File: config.mk
export PLATFORM = sky130hd
export DESIGN_NAME = spi_cmd_ctrl_flat
export DESIGN_NICKNAME = d
export VERILOG_FILES = /design/src/rtl/spi_cmd_ctrl_if.sv /design/src/rtl/spi_cmd_ctrl.sv /design/src/flat_wrapper.sv
export SDC_FILE = /design/constraint.sdc
export NUM_CORES = 1
export LEC_CHECK = 0
export BUFFER_PORTS_ARGS = -buffer_cell sky130_fd_sc_hd__clkbuf_2
export CAP_MARGIN = 10
export CORE_ASPECT_RATIO = 1.75
export CORE_MARGIN = 2
export CORE_UTILIZATION = 50
export DETAILED_ROUTE_END_ITERATION = 10
export PLACE_DENSITY = 0.75
export SETUP_SLACK_MARGIN = 0.3
export SYNTH_ARGS = -nofsm -noshare
export SYNTH_HDL_FRONTEND = slang
export SYNTH_SLANG_ARGS = --single-unit
File: constraint.sdc
create_clock -name clk -period 2.7 [get_ports clk]
set_input_delay 0.27 -clock clk [delete_from_list [all_inputs] [get_ports clk]]
set_output_delay 0.27 -clock clk [all_outputs]
set_load 0.1 [all_outputs]
File: src/rtl/spi_cmd_ctrl_if.sv
// Handshake bundle between the SPI command sequencer, the SPI word receiver/transmitter
// and the register bank. The master modport is the sequencer side.
interface spi_cmd_ctrl_if #(
  parameter int ADDR_W = 8,
  parameter int DATA_W = 16
);
  logic              rx_valid;
  logic [DATA_W-1:0] rx_data;
  logic              rx_abort;
  logic [ADDR_W-1:0] address;
  logic [DATA_W-1:0] wr_data;
  logic              write_en;
  logic              read_en;
  logic [DATA_W-1:0] rd_data;
  logic              tx_req;
  logic [DATA_W-1:0] tx_data;
  logic              tx_ack;
  logic              busy;
  logic [7:0]        err_cnt;

  modport master (
    input  rx_valid, rx_data, rx_abort, rd_data, tx_ack,
    output address, wr_data, write_en, read_en, tx_req, tx_data, busy, err_cnt
  );

  modport slave (
    output rx_valid, rx_data, rx_abort, rd_data, tx_ack,
    input  address, wr_data, write_en, read_en, tx_req, tx_data, busy, err_cnt
  );
endinterface

File: src/rtl/spi_cmd_ctrl.sv
// SPI command sequencer: decodes a command word, then runs a burst of register
// writes (one per received data word) or reads (each handed to the SPI transmitter).
module spi_cmd_ctrl #(
  parameter int ADDR_W      = 8,
  parameter int DATA_W      = 16,
  parameter int RD_LAT      = 1,
  parameter int TIMEOUT_CYC = 1000
) (
  input logic            clk,
  input logic            reset,
  spi_cmd_ctrl_if.master bus
);

  localparam int TMR_W = $clog2(TIMEOUT_CYC + 1);

  typedef enum logic [2:0] {
    IDLE,
    WR_WAIT,
    RD_ISSUE,
    RD_WAIT,
    TX_WAIT
  } state_t;

  state_t            state;
  logic [ADDR_W-1:0] addr;
  logic [3:0]        rem;
  logic [TMR_W-1:0]  timer;
  logic [2:0]        lat_cnt;
  logic              rd_phase;

  function automatic logic [7:0] sat_inc(input logic [7:0] v);
    return (v == 8'hFF) ? v : v + 8'd1;
  endfunction

  // Words arriving while a read burst is in flight have nowhere to go.
  assign rd_phase = (state == RD_ISSUE) || (state == RD_WAIT) || (state == TX_WAIT);

  always_ff @(posedge clk or posedge reset) begin
    if (reset) begin
      state        <= IDLE;
      addr         <= '0;
      rem          <= '0;
      timer        <= '0;
      lat_cnt      <= '0;
      bus.address  <= '0;
      bus.wr_data  <= '0;
      bus.write_en <= 1'b0;
      bus.read_en  <= 1'b0;
      bus.tx_req   <= 1'b0;
      bus.tx_data  <= '0;
      bus.busy     <= 1'b0;
      bus.err_cnt  <= '0;
    end else begin
      bus.write_en <= 1'b0;
      bus.read_en  <= 1'b0;

      if (bus.rx_abort && (state != IDLE)) begin
        // Abort beats everything, including a word landing in the same cycle.
        state       <= IDLE;
        bus.busy    <= 1'b0;
        bus.tx_req  <= 1'b0;
        bus.err_cnt <= sat_inc(bus.err_cnt);
      end else begin
        case (state)
          IDLE: begin
            if (bus.rx_valid && !bus.rx_abort) begin
              addr <= ADDR_W'(bus.rx_data[7:0]);
              rem  <= bus.rx_data[11:8];
              if (bus.rx_data[14:12] != 3'b000) begin
                bus.err_cnt <= sat_inc(bus.err_cnt);
              end else if (bus.rx_data[15]) begin
                state    <= WR_WAIT;
                timer    <= '0;
                bus.busy <= 1'b1;
              end else begin
                state    <= RD_ISSUE;
                bus.busy <= 1'b1;
              end
            end
          end

          WR_WAIT: begin
            if (bus.rx_valid) begin
              bus.write_en <= 1'b1;
              bus.address  <= addr;
              bus.wr_data  <= bus.rx_data;
              addr         <= addr + ADDR_W'(1);
              timer        <= '0;
              if (rem == 4'd0) begin
                state    <= IDLE;
                bus.busy <= 1'b0;
              end else begin
                rem <= rem - 4'd1;
              end
            end else if (timer == TMR_W'(TIMEOUT_CYC - 1)) begin
              state       <= IDLE;
              bus.busy    <= 1'b0;
              bus.err_cnt <= sat_inc(bus.err_cnt);
            end else begin
              timer <= timer + TMR_W'(1);
            end
          end

          RD_ISSUE: begin
            bus.read_en <= 1'b1;
            bus.address <= addr;
            lat_cnt     <= '0;
            state       <= RD_WAIT;
          end

          RD_WAIT: begin
            // lat_cnt starts counting in the cycle the strobe is visible.
            if (lat_cnt == 3'(RD_LAT)) begin
              bus.tx_data <= bus.rd_data;
              bus.tx_req  <= 1'b1;
              state       <= TX_WAIT;
            end else begin
              lat_cnt <= lat_cnt + 3'd1;
            end
          end

          TX_WAIT: begin
            if (bus.tx_ack) begin
              bus.tx_req <= 1'b0;
              addr       <= addr + ADDR_W'(1);
              if (rem == 4'd0) begin
                state    <= IDLE;
                bus.busy <= 1'b0;
              end else begin
                rem   <= rem - 4'd1;
                state <= RD_ISSUE;
              end
            end
          end

          default: begin
            state    <= IDLE;
            bus.busy <= 1'b0;
          end
        endcase

        if (bus.rx_valid && rd_phase) begin
          bus.err_cnt <= sat_inc(bus.err_cnt);
        end
      end
    end
  end

endmodule

File: src/flat_wrapper.sv
// flat-port wrapper written by rule: the top's interface ports become plain ports
module spi_cmd_ctrl_flat 
#(
  parameter int ADDR_W      = 8,
  parameter int DATA_W      = 16,
  parameter int RD_LAT      = 1,
  parameter int TIMEOUT_CYC = 1000
)
  (clk, reset, bus_rx_valid, bus_rx_data, bus_rx_abort, bus_rd_data, bus_tx_ack, bus_address, bus_wr_data, bus_write_en, bus_read_en, bus_tx_req, bus_tx_data, bus_busy, bus_err_cnt);
  spi_cmd_ctrl_if #(.ADDR_W(ADDR_W), .DATA_W(DATA_W)) bus_i ();
  input logic clk;
  input logic reset;
  input wire logic [$bits(bus_i.rx_valid)-1:0] bus_rx_valid;
  input wire logic [$bits(bus_i.rx_data)-1:0] bus_rx_data;
  input wire logic [$bits(bus_i.rx_abort)-1:0] bus_rx_abort;
  input wire logic [$bits(bus_i.rd_data)-1:0] bus_rd_data;
  input wire logic [$bits(bus_i.tx_ack)-1:0] bus_tx_ack;
  output wire logic [$bits(bus_i.address)-1:0] bus_address;
  output wire logic [$bits(bus_i.wr_data)-1:0] bus_wr_data;
  output wire logic [$bits(bus_i.write_en)-1:0] bus_write_en;
  output wire logic [$bits(bus_i.read_en)-1:0] bus_read_en;
  output wire logic [$bits(bus_i.tx_req)-1:0] bus_tx_req;
  output wire logic [$bits(bus_i.tx_data)-1:0] bus_tx_data;
  output wire logic [$bits(bus_i.busy)-1:0] bus_busy;
  output wire logic [$bits(bus_i.err_cnt)-1:0] bus_err_cnt;
  assign bus_i.rx_valid = bus_rx_valid;
  assign bus_i.rx_data = bus_rx_data;
  assign bus_i.rx_abort = bus_rx_abort;
  assign bus_i.rd_data = bus_rd_data;
  assign bus_i.tx_ack = bus_tx_ack;
  assign bus_address = bus_i.address;
  assign bus_wr_data = bus_i.wr_data;
  assign bus_write_en = bus_i.write_en;
  assign bus_read_en = bus_i.read_en;
  assign bus_tx_req = bus_i.tx_req;
  assign bus_tx_data = bus_i.tx_data;
  assign bus_busy = bus_i.busy;
  assign bus_err_cnt = bus_i.err_cnt;
  spi_cmd_ctrl #(.ADDR_W(ADDR_W), .DATA_W(DATA_W), .RD_LAT(RD_LAT), .TIMEOUT_CYC(TIMEOUT_CYC)) u_core (.clk(clk), .reset(reset), .bus(bus_i));
endmodule
==> flow_metrics.py, run 1 <==
metrics = {
    "floorplanning": {
        "die_x_um": 70.2,
        "rows": 42,
        "initial_core_util_pct": 51.0,
        "pin_count": 89,
        "die-area_um2": 8410,
        "core_area_um2": 7510,
        "die-height_um": 120,
    },
    "worst_setup_path": {
        "rr_worst_depth": 5,
        "cp_max_fo": 20,
        "r2r_slack_ns": 0.52,
        "path_class": "flop to flop",
        "r2r_end": "u_core.bus.address[7]",
        "endpoint": "u_core.bus.address[7]",
        "worst-path-stages": 5,
        "crit_path_cell_trace": "nor4b_2 -> nand2_1 -> inv_2 -> nor2_2 -> mux2_2",
        "required_ns": 2.92,
        "crit_buf_inv": 1,
        "cpPeakStageDelay_ns": 0.74,
        "crit_slowest_cell": "dfrtp_1",
        "cp_top_family": "simple AND/OR/NAND/NOR gates",
        "cp.arrival_ns": 2.41,
        "setup.worst_path.start_class": "flop",
        "end_kind": "flop",
        "cp-startpoint": "u_core.state[1]",
        "regToRegStartpoint": "u_core.state[1]",
    },
    "placement": {
        "portBuffers": 88,
        "dpl.hpwl_mm": 6.86,
        "placed_cell_area_um2": 4350,
        "place_congestion": 0.838,
    },
    "synth": {
        "synth_area_um2": 3830,
        "syn_nets": 426,
        "synth_seq_cells": 80,
        "async_flop_share_pct": 100,
        "yosysSeqAreaShare_pct": 52.2,
        "ys_top_cells_by_area": "dfrtp_1 52%, nand2_1 7.4%, mux2_2 7.0%, o21ai_0 2.9%, nor2_1 2.3%",
        "synth.most_common_cell": "dfrtp_1",
        "synth_edf_count": 0,
        "ys_warn_count": 0,
        "postSynthAreaPerCell_um2": 10.0,
        "synthTopCellsByCount": "80 x dfrtp_1, 76 x nand2_1, 24 x mux2_2, 24 x nor2_1, 22 x o21ai_0",
        "syn_inst": 383,
        "ys_types": 53,
        "yosysTopAreaCell": "dfrtp_1",
        "synth_top_area_share_pct": 52.2,
        "ys.flop_type": "dfrtp_1",
    },
    "hold_path": {
        "hold_path_class": "input pin to asynchronous set/reset pin",
    },
    "global_routing": {
        "grtUsageTotal_pct": 23.2,
        "grt_max_degree": 35,
        "first_global_vias": 3315,
        "antenna_found_initial": 0,
        "grt_pass1_wl_mm": 15.3,
        "grt.overflow.total": 0,
    },
    "timing": {
        "setup_viol": 0,
        "period_share_pct": 80.9,
        "rsz0062_at_grt": "no",
        "fin_worst_skew_ns": 0.00649,
        "maxSlewHeadroom_pct": 51.1,
        "setup_tns_ns": 0,
        "worstMarginPinSlew_ns": 0.733,
        "hold_viol_final": 0,
        "max_freq_mhz": 458,
        "min_period_ns": 2.18,
        "drv_slew": 0,
    },
    "clock_network": {
        "clock-sinks": 80,
        "cts_root_buf": "clkbuf_16",
        "insertion_delay_ns": 0.34,
        "clk_pin_slew_ns": 0.06,
        "cts_tree": "built",
        "clockBufferDepth": 2,
        "cts_buffers": 9,
        "hold_buffers": 0,
        "cts_htree_levels": 3,
    },
    "routing": {
        "viasPerCell": 5.73,
        "dr.first_iter.drc_count": 122,
        "drt-total-wl_mm": 9.26,
        "route.vias.total": 3237,
        "postRouteAntennaNets": 0,
        "drc": 0,
        "wire_per_inst_um": 16.4,
        "route.met3.wl_um": 372,
        "highest_layer": "met4",
        "wl_met1_mm": 3.33,
        "drtPass1Iterations": 4,
        "wl_met2_mm": 5.20,
    },
    "layout": {
        "nFillCells": 614,
        "syn_to_final_growth_pct": 23.2,
        "final_area_um2": 4720,
        "n_antenna_cell": 0,
        "drive_gt1_share_pct": 29.8,
        "nets": 515,
    },
    "run": {
        "maxCapViolCount": 0,
    },
    "run_status": {
        "outcome": "completed",
    },
}
-- layout make-up --
cell class | count | area, µm² | area share [%]
Clock inverter | 7 | 144 | 3.05
Clock buffer | 9 | 225 | 4.77
Tap cell | 88 | 110 | 2.33
Inverter | 11 | 41.3 | 0.874
Sequential cell | 80 | 2000 | 42.4
Timing Repair Buffer | 96 | 500 | 10.6
Multi-Input combinational cell | 274 | 1700 | 36.0
-- worst register-to-register path: cells and delay by family (launching register included) --
kind          cells  cell delay [ns]
simple gates      3             0.86
flops             1             0.74
mux               1             0.40
buf+inv           1             0.07
-- routing by layer --
metal  up-vias  GRT usage (%)
li1       1518              -
met1      1598           24.9
met2        91           41.3
met3        30           6.13
met4         0           11.8
met5         -              0
-- kinds of logic after synthesis --
kind of cell	Yosys count	synth area share, %
flops	80	52.2
xor+xnor	9	2.06
simple gates	157	19.8
buf+inv	29	3.56
compound gates	74	12.3
fa+ha+maj	6	1.96
mux	28	8.16
-- what timing repair did --
action | 4_1_cts | 5_1_grt
endpoints found under the setup margin | 0 | 1
endpoints found under the hold margin | 0 | 0
setup buffers | 0 | 0
resized for setup | 0 | 1
-- through the flow --
stage / setup slack [ns] / util (%) / instances / hold WS, ns
final: 0.515 / 62.9 / 565 / 0.0342
after global routing: 0.310 / 62.9 / 565 / 0.104
after CTS: 0.532 / 62.8 / 565 / 0.0738
after detailed placement: 0.572 / 57.9 / 549 / 0.435
after global placement: 0.610 / 57.9 / 549 / 0.421
after floorplan: 0.378 / - / 383 / 0.375
-- sequential cells by signal, summed over array words and instances (netlist names), 3 cells and up --
signal and count:
u_core.timer 10, u_core.addr 8, u_core.bus.address 8, u_core.bus.wr_data 16
u_core.bus.tx_data 16, u_core.lat_cnt 3, u_core.rem 4, u_core.state 3
u_core.bus.err_cnt 8
-- layout by cell type (no fill, tap or decap), types with 3 or more instances in the layout --
cell type / instances
nor2_1: 24
clkbuf_2: 88
inv_1: 9
a21oi_1: 16
nor2b_1: 3
nand3_1: 14
o22ai_1: 4
ha_1: 6
dfrtp_1: 80
nor3_1: 6
a31oi_1: 7
or3_1: 5
xnor2_1: 7
bufinv_16: 4
nand2b_1: 6
o21ai_0: 22
clkbuf_16: 9
mux2_2: 24
o31ai_1: 5
nand2_1: 76
nand4_1: 5
and3_1: 5
buf_4: 8
-- worst min-delay path by stage --
stage | from | endpoint | slack, ns
final | reset | u_core.addr[7] | 0.03
after CTS | reset | u_core.addr[7] | 0.07
after floorplan | bus_rx_data[0] | u_core.bus.wr_data[0] | 0.38
after detailed placement | reset | u_core.bus.wr_data[5] | 0.43
after global placement | reset | u_core.bus.wr_data[5] | 0.42
after global routing | reset | u_core.addr[7] | 0.10
Power of run 1 is left out: the tool's default activity adds up to more than one toggle a clock period on the data nets, which glitch-free logic cannot reach.
==> inputs of run 2 (changes only) <==
CORE_UTILIZATION = 49   (was 50)
PLACE_DENSITY = 0.77   (was 0.75)
clock period = 1.9 ns   (was 2.7 ns; I/O delays follow)
==> flow_metrics.py, run 2 (same netlist as run 1, synthesis figures left out) <==
metrics = {
    "worst_setup_path": {
        "cp_max_fo": 6,
        "r2r_end": "u_core.addr[4]",
        "cp.arrival_ns": 2.16,
        "rr_worst_depth": 8,
        "required_ns": 2.16,
        "r2r_slack_ns": 0.0003,
        "path_class": "flop to flop",
        "regToRegStartpoint": "u_core.state[2]",
        "end_kind": "flop",
        "setup.worst_path.start_class": "flop",
    },
    "layout": {
        "syn_to_final_growth_pct": 56.4,
        "drive_gt1_share_pct": 56.3,
        "biggestRegsByFlops": "u_core.bus.tx_data x16, u_core.bus.wr_data x16, u_core.timer x10",
        "final_area_um2": 5990,
        "layout_commonest_cell": "clkbuf_2",
        "final_cell_mix": "88 x clkbuf_2, 69 x dfrtp_1, 52 x nand2_1",
        "stdcell_count": 626,
        "nFillCells": 414,
        "n_antenna_cell": 0,
        "nets": 576,
    },
    "global_routing": {
        "grt_pass1_wl_mm": 16.7,
        "grt_max_degree": 81,
        "grt.overflow.total": 0,
        "grtUsageTotal_pct": 25.0,
        "first_global_vias": 3506,
        "antenna_found_initial": 0,
    },
    "floorplanning": {
        "pin_count": 89,
        "initial_core_util_pct": 50.7,
        "die-height_um": 121,
        "core_area_um2": 7570,
        "die-area_um2": 8580,
        "die_x_um": 70.9,
        "rows": 42,
    },
    "placement": {
        "placed_cell_area_um2": 4630,
        "place_inst": 571,
        "dpl.hpwl_mm": 6.81,
        "portBuffers": 88,
        "place_congestion": 0.906,
        "dp_slack_ns": 0.0111,
    },
    "routing": {
        "postRouteAntennaNets": 0,
        "dr.first_iter.drc_count": 295,
        "wire_per_inst_um": 21.1,
        "drt-total-wl_mm": 13.2,
        "drtPass1Iterations": 7,
        "viasPerCell": 5.98,
        "route.vias.total": 3744,
        "drc": 0,
    },
    "hold_path": {
        "hold_path_class": "input pin to flop",
        "whs_path_depth": 2,
        "hold_path.startpoint": "bus_rd_data[3]",
        "min_to": "u_core.bus.tx_data[3]",
    },
    "timing": {
        "layout_setup_ws_ns": 0.000338,
        "setup_viol": 0,
        "rsz0062_at_grt": "yes",
        "setup_tns_ns": 0,
        "max_freq_mhz": 526,
        "drv_slew": 0,
        "fin_worst_skew_ns": 0.00691,
        "maxSlewHeadroom_pct": 62.7,
        "hold_viol_final": 0,
        "min_period_ns": 1.90,
        "period_share_pct": 100,
        "worstMarginPinSlew_ns": 0.562,
    },
    "clock_network": {
        "cts_tree": "built",
        "cts_htree_levels": 3,
        "clk_pin_slew_ns": 0.06,
        "clock-sinks": 80,
        "insertion_delay_ns": 0.34,
        "clockBufferDepth": 2,
        "cts_root_buf": "clkbuf_16",
        "cts_buffers": 9,
    },
    "run": {
        "maxCapViolCount": 0,
    },
    "run_status": {
        "outcome": "completed",
    },
}
[run 2: routing by layer]
layer / vias to the layer above / global-route usage, % / share of wire, %
met3: 75 / 5.07 / 5.4
li1: 1655 / - / -
met2: 187 / 44.9 / 54
met1: 1827 / 26.5 / 34
met4: 0 / 14.4 / 6.6
met5: - / 0 / 0
[run 2: how the worst max path moves through the flow]
stage | slack [ns] | cells past startpoint | end | start
finish | 0.0003 | 8 | u_core.addr[4] | u_core.state[2]
global route | -0.05 | 8 | u_core.addr[4] | u_core.state[2]
global placement | 0.08 | 5 | u_core.bus.err_cnt[1] | u_core.timer[0]
detailed placement | 0.01 | 5 | u_core.bus.err_cnt[1] | u_core.timer[1]
CTS | 0.12 | 6 | u_core.bus.err_cnt[1] | u_core.timer[1]
floorplan | 0.05 | 5 | u_core.bus.err_cnt[1] | u_core.bus.err_cnt[0]
[run 2: critical path: stages, from the launching register on]
cell and delay (ns):
dfrtp_2 0.45, buf_6 0.16, buf_6 0.14, nand3b_1 0.16
buf_4 0.18, a211o_4 0.39, a21oi_2 0.13, nor2_1 0.06
a21oi_1 0.13
[run 2: stage by stage]
stage | utilization, % | hold WS [ns]
finish | 79.2 | 0.0775
global route | 79.2 | 0.0772
CTS | 70.8 | 0.0579
detailed placement | 61.2 | 0.342
global placement | 61.2 | 0.336
floorplan | - | 0.295
[run 2: layout make-up]
cell class                      count  area (µm²)  share of cell area [%]
Inverter                           11        53.8                   0.898
Multi-Input combinational cell    276        2340                    39.0
Sequential cell                    80        2020                    33.7
Clock buffer                       12         246                    4.11
Timing Repair Buffer              155        1150                    19.2
Tap cell                           88         110                    1.84
Clock inverter                      4        77.6                    1.29
[run 2: what timing repair did]
item / CTS / global route
cloned: 2 / 5
pin swaps: 24 / 37
gates resized for setup: 65 / 108
endpoints found under the hold margin: 80 / 0
buffers inserted: 19 / 12
hold buffers: 1 / 0
endpoints found under the setup margin: 74 / 60
Power of run 2 is left out for the same reason.
==> inputs of run 3 (changes only) <==
CORE_MARGIN = 8   (was 2)
PLACE_DENSITY = 0.89   (was 0.77)
==> flow_metrics.py, run 3 (same netlist as run 1, synthesis figures left out) <==
metrics = {
    "floorplanning": {
        "rows": 42,
        "die_x_um": 82.9,
        "core_area_um2": 7570,
        "die-area_um2": 11000,
        "pin_count": 89,
        "die-height_um": 133,
        "initial_core_util_pct": 50.7,
    },
    "routing": {
        "drt-total-wl_mm": 13.0,
        "route.met3.wl_um": 940,
        "viasPerCell": 6.16,
        "route.vias.total": 3749,
        "drc": 0,
        "postRouteAntennaNets": 0,
        "drtPass1Iterations": 6,
        "dr.first_iter.drc_count": 358,
        "highest_layer": "met4",
        "wl_met2_mm": 7.21,
        "wl_met1_mm": 4.25,
        "wire_per_inst_um": 21.3,
    },
    "layout": {
        "multi_input_area_um2": 2130,
        "biggestRegsByFlops": "u_core.bus.tx_data x16, u_core.bus.wr_data x16, u_core.timer x10",
        "final_cell_mix": "88 x clkbuf_2, 69 x dfrtp_1, 51 x nand2_1",
        "n_antenna_cell": 0,
        "drive_gt1_share_pct": 52.4,
        "regArea_um2": 2020,
        "nFillCells": 467,
        "syn_to_final_growth_pct": 45.6,
        "stdcell_count": 609,
        "nets": 559,
        "layout_commonest_cell": "clkbuf_2",
        "final_area_um2": 5580,
    },
    "timing": {
        "fin_worst_skew_ns": 0.0118,
        "setup_viol": 0,
        "max_freq_mhz": 557,
        "setup_tns_ns": 0,
        "period_share_pct": 94.4,
        "hold_viol_final": 0,
        "drv_slew": 0,
        "worstMarginPinSlew_ns": 0.572,
        "min_period_ns": 1.79,
        "maxSlewHeadroom_pct": 62.0,
        "layout_setup_ws_ns": 0.106,
        "rsz0062_at_grt": "yes",
    },
    "worst_setup_path": {
        "cp-startpoint": "u_core.state[1]",
        "cpPeakStageDelay_ns": 0.48,
        "r2r_slack_ns": 0.11,
        "crit_path_cell_trace": "buf_6 -> nor4b_4 -> nand2_2 -> nor2_4 -> nor3b_2 -> mux2_1",
        "rr_worst_depth": 6,
        "cp_max_fo": 8,
        "required_ns": 2.12,
        "endpoint": "u_core.state[0]",
        "cp.arrival_ns": 2.01,
        "regToRegStartpoint": "u_core.state[1]",
        "r2r_end": "u_core.state[0]",
        "end_kind": "flop",
        "crit_slowest_cell": "dfrtp_2",
        "path_class": "flop to flop",
        "setup.worst_path.start_class": "flop",
    },
    "placement": {
        "dp_slack_ns": 0.0806,
        "dpl.hpwl_mm": 7.49,
        "placed_cell_area_um2": 4620,
        "place_congestion": 0.877,
        "place_inst": 568,
        "portBuffers": 88,
    },
    "global_routing": {
        "first_global_vias": 3805,
        "grt_pass1_wl_mm": 18.2,
        "grt_max_degree": 52,
        "antenna_found_initial": 0,
        "grt.overflow.total": 0,
        "grtUsageTotal_pct": 19.8,
    },
    "clock_network": {
        "cts_htree_levels": 3,
        "clk_pin_slew_ns": 0.06,
        "cts_tree": "built",
        "cts_buffers": 9,
        "clock-sinks": 80,
        "clockBufferDepth": 2,
        "insertion_delay_ns": 0.34,
        "cts_root_buf": "clkbuf_16",
    },
    "run": {
        "maxCapViolCount": 0,
    },
    "hold_path": {
        "hold_path_class": "input pin to flop",
        "hold_path.startpoint": "bus_rd_data[3]",
    },
    "run_status": {
        "outcome": "completed",
    },
}
## run 3: cell types whose count changed in the layout (fill, tap and decap cells not counted), moves of 5 or more
cell and change:
mux2_2 +24, buf_6 -7, buf_4 -9, nor2_1 +5, mux2_4 -24
## run 3: repair_timing
action / in CTS / in global routing
endpoints found under the setup margin: 56 / 62
gates resized for setup: 55 / 69
endpoints found under the hold margin: 80 / 0
cloned: 3 / 2
buffers inserted: 10 / 9
hold buffers: 1 / 0
pin swaps: 22 / 35
## run 3: how the worst min path moves through the flow
stage	to	slack, ns	cells past startpoint
6_report	u_core.bus.tx_data[3]	0.08	2
5_1_grt	u_core.bus.tx_data[2]	0.07	2
4_1_cts	u_core.bus.wr_data[5]	0.06	3
3_5_place_dp	u_core.bus.tx_data[14]	0.26	3
3_3_place_gp	u_core.bus.tx_data[12]	0.26	3
2_1_floorplan	u_core.bus.wr_data[0]	0.30	2
## run 3: metal layers
metal | up-vias | global-route usage [%]
li1 | 1623 | -
met1 | 1844 | 19.2
met2 | 222 | 35.6
met3 | 60 | 5.41
met4 | 0 | 13.0
met5 | - | 0
## run 3: layout make-up
| class | instances | area share, % |
|---|---|---|
| Clock inverter | 7 | 1.39 |
| Sequential cell | 80 | 36.2 |
| Clock buffer | 9 | 4.03 |
| Inverter | 11 | 0.941 |
| Multi-Input combinational cell | 276 | 38.2 |
| Tap cell | 88 | 1.97 |
| Timing Repair Buffer | 138 | 17.3 |
## run 3: metrics by stage
| step | util [%] | hold slack, ns |
|---|---|---|
| 2_1_floorplan | - | 0.295 |
| 3_3_place_gp | 61.0 | 0.257 |
| 3_5_place_dp | 61.0 | 0.262 |
| 4_1_cts | 69.2 | 0.0557 |
| 5_1_grt | 73.8 | 0.0716 |
| 6_report | 73.8 | 0.0827 |
## run 3: critical path: cells and delay by family, from the launching register on
kind | cells | cell delay (ns)
simple gates | 4 | 0.75
mux | 1 | 0.30
flops | 1 | 0.48
buf+inv | 1 | 0.15
Power of run 3 is left out for the same reason.
